[src/rtl/debounce_pkg.sv]
// Shared types and default timing for the multi-channel button debouncer.
package debounce_pkg;
  typedef enum logic [1:0] {
    ST_LOW      = 2'd0,
    ST_CHK_HIGH = 2'd1,
    ST_HIGH     = 2'd2,
    ST_CHK_LOW  = 2'd3
  } db_state_e;

  // Defaults sized for a 100 MHz clock: 20 ms debounce, 1 s hold, 200 ms repeat.
  localparam int DEF_THRESH   = 2000000;
  localparam int DEF_HOLD_CYC = 100000000;
  localparam int DEF_RPT_CYC  = 20000000;
endpackage

[src/rtl/debounce_channel.sv]
// One button channel: synchroniser, qualification FSM, hold timer and auto-repeat.
module debounce_channel
  import debounce_pkg::*;
#(
  parameter int   THRESH   = DEF_THRESH,
  parameter int   HOLD_CYC = DEF_HOLD_CYC,
  parameter int   RPT_CYC  = DEF_RPT_CYC,
  parameter logic INV      = 1'b0
) (
  input  logic clk,
  input  logic rst_n,
  input  logic i_btn,
  input  logic i_rpt_en,
  output logic o_level,
  output logic o_press,
  output logic o_press_nxt,
  output logic o_release,
  output logic o_hold,
  output logic o_rpt
);
  localparam int DW = $clog2(THRESH + 1);
  localparam int HW = $clog2(HOLD_CYC + 1);
  localparam int RW = $clog2(RPT_CYC + 1);
  localparam logic [DW-1:0] THR    = DW'(THRESH);
  localparam logic [HW-1:0] HCY    = HW'(HOLD_CYC);
  localparam logic [HW-1:0] HCY_M1 = HW'(HOLD_CYC - 1);
  localparam logic [RW-1:0] RCY_M1 = RW'(RPT_CYC - 1);

  logic [1:0]    r_sync;
  db_state_e     r_state, w_nstate;
  logic [DW-1:0] r_dcnt, w_dcnt_nxt, w_dinc;
  logic [HW-1:0] r_hcnt, w_hcnt_nxt;
  logic [RW-1:0] r_rcnt, w_rcnt_nxt;
  logic          r_level, r_press, r_release, r_hold, r_rpt;
  logic          w_smp, w_press_nxt, w_release_nxt, w_hold_nxt, w_rpt_nxt;
  logic          w_in_high, w_held;

  assign w_smp     = r_sync[1];
  // The counter is zero in the stable states, so the first differing sample counts as one.
  assign w_dinc    = (r_dcnt == THR) ? THR : r_dcnt + 1'b1;
  assign w_in_high = (r_state == ST_HIGH) || (r_state == ST_CHK_LOW);
  assign w_held    = (r_hcnt == HCY);

  always_comb begin
    w_nstate      = r_state;
    w_dcnt_nxt    = '0;
    w_press_nxt   = 1'b0;
    w_release_nxt = 1'b0;
    case (r_state)
      ST_LOW, ST_CHK_HIGH: begin
        if (!w_smp) begin
          w_nstate = ST_LOW;
        end else if (w_dinc >= THR) begin
          w_nstate    = ST_HIGH;
          w_press_nxt = 1'b1;
        end else begin
          w_nstate   = ST_CHK_HIGH;
          w_dcnt_nxt = w_dinc;
        end
      end
      ST_HIGH, ST_CHK_LOW: begin
        if (w_smp) begin
          w_nstate = ST_HIGH;
        end else if (w_dinc >= THR) begin
          w_nstate      = ST_LOW;
          w_release_nxt = 1'b1;
        end else begin
          w_nstate   = ST_CHK_LOW;
          w_dcnt_nxt = w_dinc;
        end
      end
      default: w_nstate = ST_LOW;
    endcase
  end

  // A bounce back to HIGH from CHK_LOW keeps the hold timer running.
  always_comb begin
    w_hcnt_nxt = r_hcnt;
    w_rcnt_nxt = r_rcnt;
    w_hold_nxt = 1'b0;
    w_rpt_nxt  = 1'b0;
    if (!w_in_high || w_release_nxt) begin
      w_hcnt_nxt = '0;
      w_rcnt_nxt = '0;
    end else if (!w_held) begin
      w_hcnt_nxt = r_hcnt + 1'b1;
      w_hold_nxt = (r_hcnt == HCY_M1);
    end else if (!i_rpt_en) begin
      w_rcnt_nxt = '0;
    end else if (r_rcnt == RCY_M1) begin
      w_rcnt_nxt = '0;
      w_rpt_nxt  = 1'b1;
    end else begin
      w_rcnt_nxt = r_rcnt + 1'b1;
    end
  end

  always_ff @(posedge clk or negedge rst_n) begin
    if (!rst_n) begin
      r_sync    <= '0;
      r_state   <= ST_LOW;
      r_dcnt    <= '0;
      r_hcnt    <= '0;
      r_rcnt    <= '0;
      r_level   <= 1'b0;
      r_press   <= 1'b0;
      r_release <= 1'b0;
      r_hold    <= 1'b0;
      r_rpt     <= 1'b0;
    end else begin
      r_sync    <= {r_sync[0], i_btn ^ INV};
      r_state   <= w_nstate;
      r_dcnt    <= w_dcnt_nxt;
      r_hcnt    <= w_hcnt_nxt;
      r_rcnt    <= w_rcnt_nxt;
      r_level   <= w_press_nxt | (r_level & ~w_release_nxt);
      r_press   <= w_press_nxt;
      r_release <= w_release_nxt;
      r_hold    <= w_hold_nxt;
      r_rpt     <= w_rpt_nxt;
    end
  end

  assign o_level     = r_level;
  assign o_press     = r_press;
  assign o_press_nxt = w_press_nxt;
  assign o_release   = r_release;
  assign o_hold      = r_hold;
  assign o_rpt       = r_rpt;
endmodule

[src/rtl/multi_debouncer.sv]
// N_CH independent debounce channels plus a registered any-press flag.
module multi_debouncer
  import debounce_pkg::*;
#(
  parameter int              N_CH     = 4,
  parameter int              THRESH   = DEF_THRESH,
  parameter int              HOLD_CYC = DEF_HOLD_CYC,
  parameter int              RPT_CYC  = DEF_RPT_CYC,
  parameter logic [N_CH-1:0] INV_MASK = '0
) (
  input  logic            clk,
  input  logic            rst_n,
  input  logic [N_CH-1:0] i_rpt_en,
  input  logic [N_CH-1:0] i_btn_in,
  output logic [N_CH-1:0] o_level,
  output logic [N_CH-1:0] o_press,
  output logic [N_CH-1:0] o_release,
  output logic [N_CH-1:0] o_hold,
  output logic [N_CH-1:0] o_rpt,
  output logic            o_any_press
);
  logic [N_CH-1:0] w_press_nxt;
  logic            r_any_press;

  for (genvar g = 0; g < N_CH; g++) begin : g_ch
    debounce_channel #(
      .THRESH  (THRESH),
      .HOLD_CYC(HOLD_CYC),
      .RPT_CYC (RPT_CYC),
      .INV     (INV_MASK[g])
    ) u_ch (
      .clk        (clk),
      .rst_n      (rst_n),
      .i_btn      (i_btn_in[g]),
      .i_rpt_en   (i_rpt_en[g]),
      .o_level    (o_level[g]),
      .o_press    (o_press[g]),
      .o_press_nxt(w_press_nxt[g]),
      .o_release  (o_release[g]),
      .o_hold     (o_hold[g]),
      .o_rpt      (o_rpt[g])
    );
  end

  // Built from the channels' next-press terms so it lines up with o_press.
  always_ff @(posedge clk or negedge rst_n) begin
    if (!rst_n) r_any_press <= 1'b0;
    else        r_any_press <= |w_press_nxt;
  end

  assign o_any_press = r_any_press;
endmodule

[config.mk]
export PLATFORM = sky130hd
export DESIGN_NAME = multi_debouncer
export DESIGN_NICKNAME = d
export VERILOG_FILES = /design/src/rtl/debounce_pkg.sv /design/src/rtl/debounce_channel.sv /design/src/rtl/multi_debouncer.sv
export SDC_FILE = /design/constraint.sdc
export NUM_CORES = 1
export LEC_CHECK = 0
export CAP_MARGIN = 10
export CORE_MARGIN = 2
export CORE_UTILIZATION = 55
export CTS_CLUSTER_DIAMETER = 60
export CTS_CLUSTER_SIZE = 25
export DETAILED_ROUTE_END_ITERATION = 7
export PLACE_DENSITY = 0.71
export SYNTH_ARGS = -nofsm -noshare
export SYNTH_HDL_FRONTEND = slang
export SYNTH_SLANG_ARGS = --single-unit
[constraint.sdc]
create_clock -name clk -period 7.95 [get_ports clk]
set_clock_uncertainty 0.05 [all_clocks]
set_input_delay 1.59 -clock clk [delete_from_list [all_inputs] [get_ports clk]]
set_output_delay 1.59 -clock clk [all_outputs]
set_load 0.01 [all_outputs]
==> results.toml <==
[die]
dieArea_um2 = 33130
die_w_um = 182.0
core_um2 = 31390
rows = 65
fp.dieH_um = 182.0
start_util = 0.5552
pin_count = 31

[power]
p_per_area_nw_per_um2 = 170.3
p_sw_mw = 0.7658
switching_share = 0.2376
p_int_mw = 2.458
irDropWorstVdd_uv = 158.2
p_seq_frac = 0.517
power_mw = 3.224
pwr-share-comb = 0.023
clock_power_share = 0.460
p_leak_nw = 7.181

[worst_setup_path]
start_kind = "flip-flop"
critPathKind = "flip-flop to flip-flop"
cpPeakStageDelay_ps = 680
cp.arrival_ps = 3980
crit_path_max_fanout = 15
critPathRequiredTime_ps = 8390
path_buf_inv = 0
path_cells = "or4b_2, nor4_1, nand3_1, or2_0, or4_1, a21oi_1"
end_kind = "flip-flop"
crit_slowest_cell = "or4b_2"
critPathTopFamily = "simple AND/OR/NAND/NOR gates"

[yosys]
syn_inst = 1948
synthArstFlopShare = 1.000
synth_xor_area_frac = 0.09095
synth_top_family_by_area = "simple AND/OR/NAND/NOR gates"
yosys_warnings = 0
synth_seq_cells = 325
ys_seq_area_frac = 0.4666
syn_avg_cell_area_um2 = 8.948
synthAdderAreaFrac = 0.01436
yosysUniqueCellTypes = 76
synth_top_flop_cell = "dfrtp_1"
syn_nets = 1978
synth-simple-area-share = 0.2850
synth_compound_area_frac = 0.09662
netlist_area_um2 = 17430
synth.area.mux_share = 0.007968
synth_edf_count = 0

[grt]
first_global_vias = 13240
grt.overflow.total = 0
grt_pass1_wl_mm = 61.40
antenna_found_initial = 0
grt_start_max_net_pins = 175
grt_usage = 0.2144

[place]
dpl_cell_area_um2 = 17900
hpwl_mm = 22.25
place_inst = 2302
portBuffers = 30
place_congestion = 0.8659

[cells_and_area]
syn_to_final_growth_pct = 8.571
final_cell_mix = "327 x nor2_1, 325 x dfrtp_1, 164 x nand2_1"
nets = 1962
drive_gt1_frac = 0.05317
postLayoutCellArea_um2 = 18920
n_antenna_cell = 0
final_cell_count_no_fill = 2358
layout_commonest_cell = "nor2_1"

[sta]
max-slew-margin-rel = 0.3358
hold_violations = 0
final.period_utilization = 0.4453
slew_viol_final = 0
min_period_ps = 3540
setup_viol = 0
worstMarginPinSlew_ps = 996.4
rsz0062_at_grt = "false"
fmax_mhz = 282.5
holdWs_ps = 298.0
setup_tns_ps = 0

[clocking]
cts.clk_slew.worst_paths_ps = 70
cts.repair.resized = 0
htree_levels = 1
cts_sinks = 325
clk_latency_ps = 570
clk_path_buf_depth = 3
cts_root_buf = "clkbuf_16"
cts_setup_buffers = 0
cts_inserted_buffers = 30
hold_buffers = 0
cts_tree = "yes"

[routing]
drt-initial-drc-count = 913
drc = 0
drt_wl_total_mm = 34.37
avgRoutedWirePerCell_um = 14.58
vias = 13660
firstDrtPassIters = 5
ant_nets = 0
viasPerCell = 5.793

[run]
max-cap-violations = 0

[worst_hold_path]
hold_class = "flip-flop to flip-flop"

[run_status]
status = "finished, final reports clean"
==> metrics by stage <==
stage               setup slack [ps]    util
floorplan                       5134       -
global placement                3963  0.5703
detailed placement              3900  0.5703
CTS                             4404  0.6028
global route                    4212  0.6028
finish                          4410  0.6028
==> layer usage <==
layer,track usage,part of all wire,vias up
li1,-,-,6795
met1,0.2979,0.47,6626
met2,0.3623,0.47,196
met3,0.02567,0.031,44
met4,0.04935,0.020,0
met5,0,0,-
==> state kept, by name, indices dropped and copies added (netlist names) <==
signal / count
g_ch.u_ch.r_hcnt: 108
g_ch.u_ch.o_release: 4
g_ch.u_ch.o_press: 4
g_ch.u_ch.o_hold: 4
g_ch.u_ch.r_sync: 8
g_ch.u_ch.r_dcnt: 84
g_ch.u_ch.o_level: 4
g_ch.u_ch.o_rpt: 4
g_ch.u_ch.r_state: 4
g_ch.u_ch.r_rcnt: 100
o_any_press: 1
==> layout make-up <==
cell class                 instances  area [µm²]
fill                            2726       12470
multi-input combinational       1479        8658
sequential                       325        8133
clock buffer                      35       789.5
tap                              402       503.0
timing repair buffer              42       407.9
clock inverter                    21       230.2
inverter                          54       202.7
==> cell usage after synthesis (8+ instances only) <==
cell type,n,area [µm²]
buf_2,14,70.07
nand2_1,164,615.6
nand2b_1,8,50.05
nand3b_1,19,142.6
buf_4,20,150.1
xnor2_1,90,788.3
nor2b_1,13,81.33
or3_1,20,125.1
nor3_1,58,290.3
and2_1,12,75.07
xor2_1,91,797.0
and4_1,17,148.9
dfrtp_1,325,8133
inv_1,54,202.7
nor4b_1,12,105.1
a21oi_1,107,535.5
o31a_1,8,70.07
a31oi_1,19,118.9
or4_1,18,135.1
nand4b_1,20,175.2
clkbuf_1,50,187.7
o21ai_0,90,450.4
nor2_1,327,1227
nand4_1,59,369.1
and3_1,51,319.1
nor4_1,40,250.2
nand3_1,108,540.5
ha_1,20,250.2
==> power groups by stage <==
stage	Clock, mW	Combinational, mW	Sequential, mW
after floorplan	0	0.0309	1.70
after global placement	0	0.0753	1.70
after detailed placement	0	0.0762	1.70
after CTS	1.53	0.0767	1.67
after global routing	1.60	0.0875	1.67
final	1.48	0.0733	1.67
==> cell families after synthesis <==
logic type	after synthesis
and+or+nand+nor	982
buffers and inverters	144
AOI/OAI and AO/OA	283
DFF	325
xor gates and xnor gates	181
muxes	13
adders and majority gates	20
==> worst paths after layout <==
kind,to,slack (ps),start,cells past startpoint
setup / recovery,g_ch[1].u_ch.r_rcnt[14],4410,g_ch[1].u_ch.r_hcnt[19],6
hold / removal,g_ch[1].u_ch.r_sync[1],300,g_ch[1].u_ch.r_sync[0],0
setup reg to reg,g_ch[1].u_ch.r_rcnt[14],4410,g_ch[1].u_ch.r_hcnt[19],6
hold reg to reg,g_ch[1].u_ch.r_sync[1],300,g_ch[1].u_ch.r_sync[0],0
max in group asynchronous,g_ch[1].u_ch.r_dcnt[0],5490,rst_n,2
min in group asynchronous,g_ch[2].u_ch.r_rcnt[6],920,rst_n,1
(Power assumes the default switching activity.)
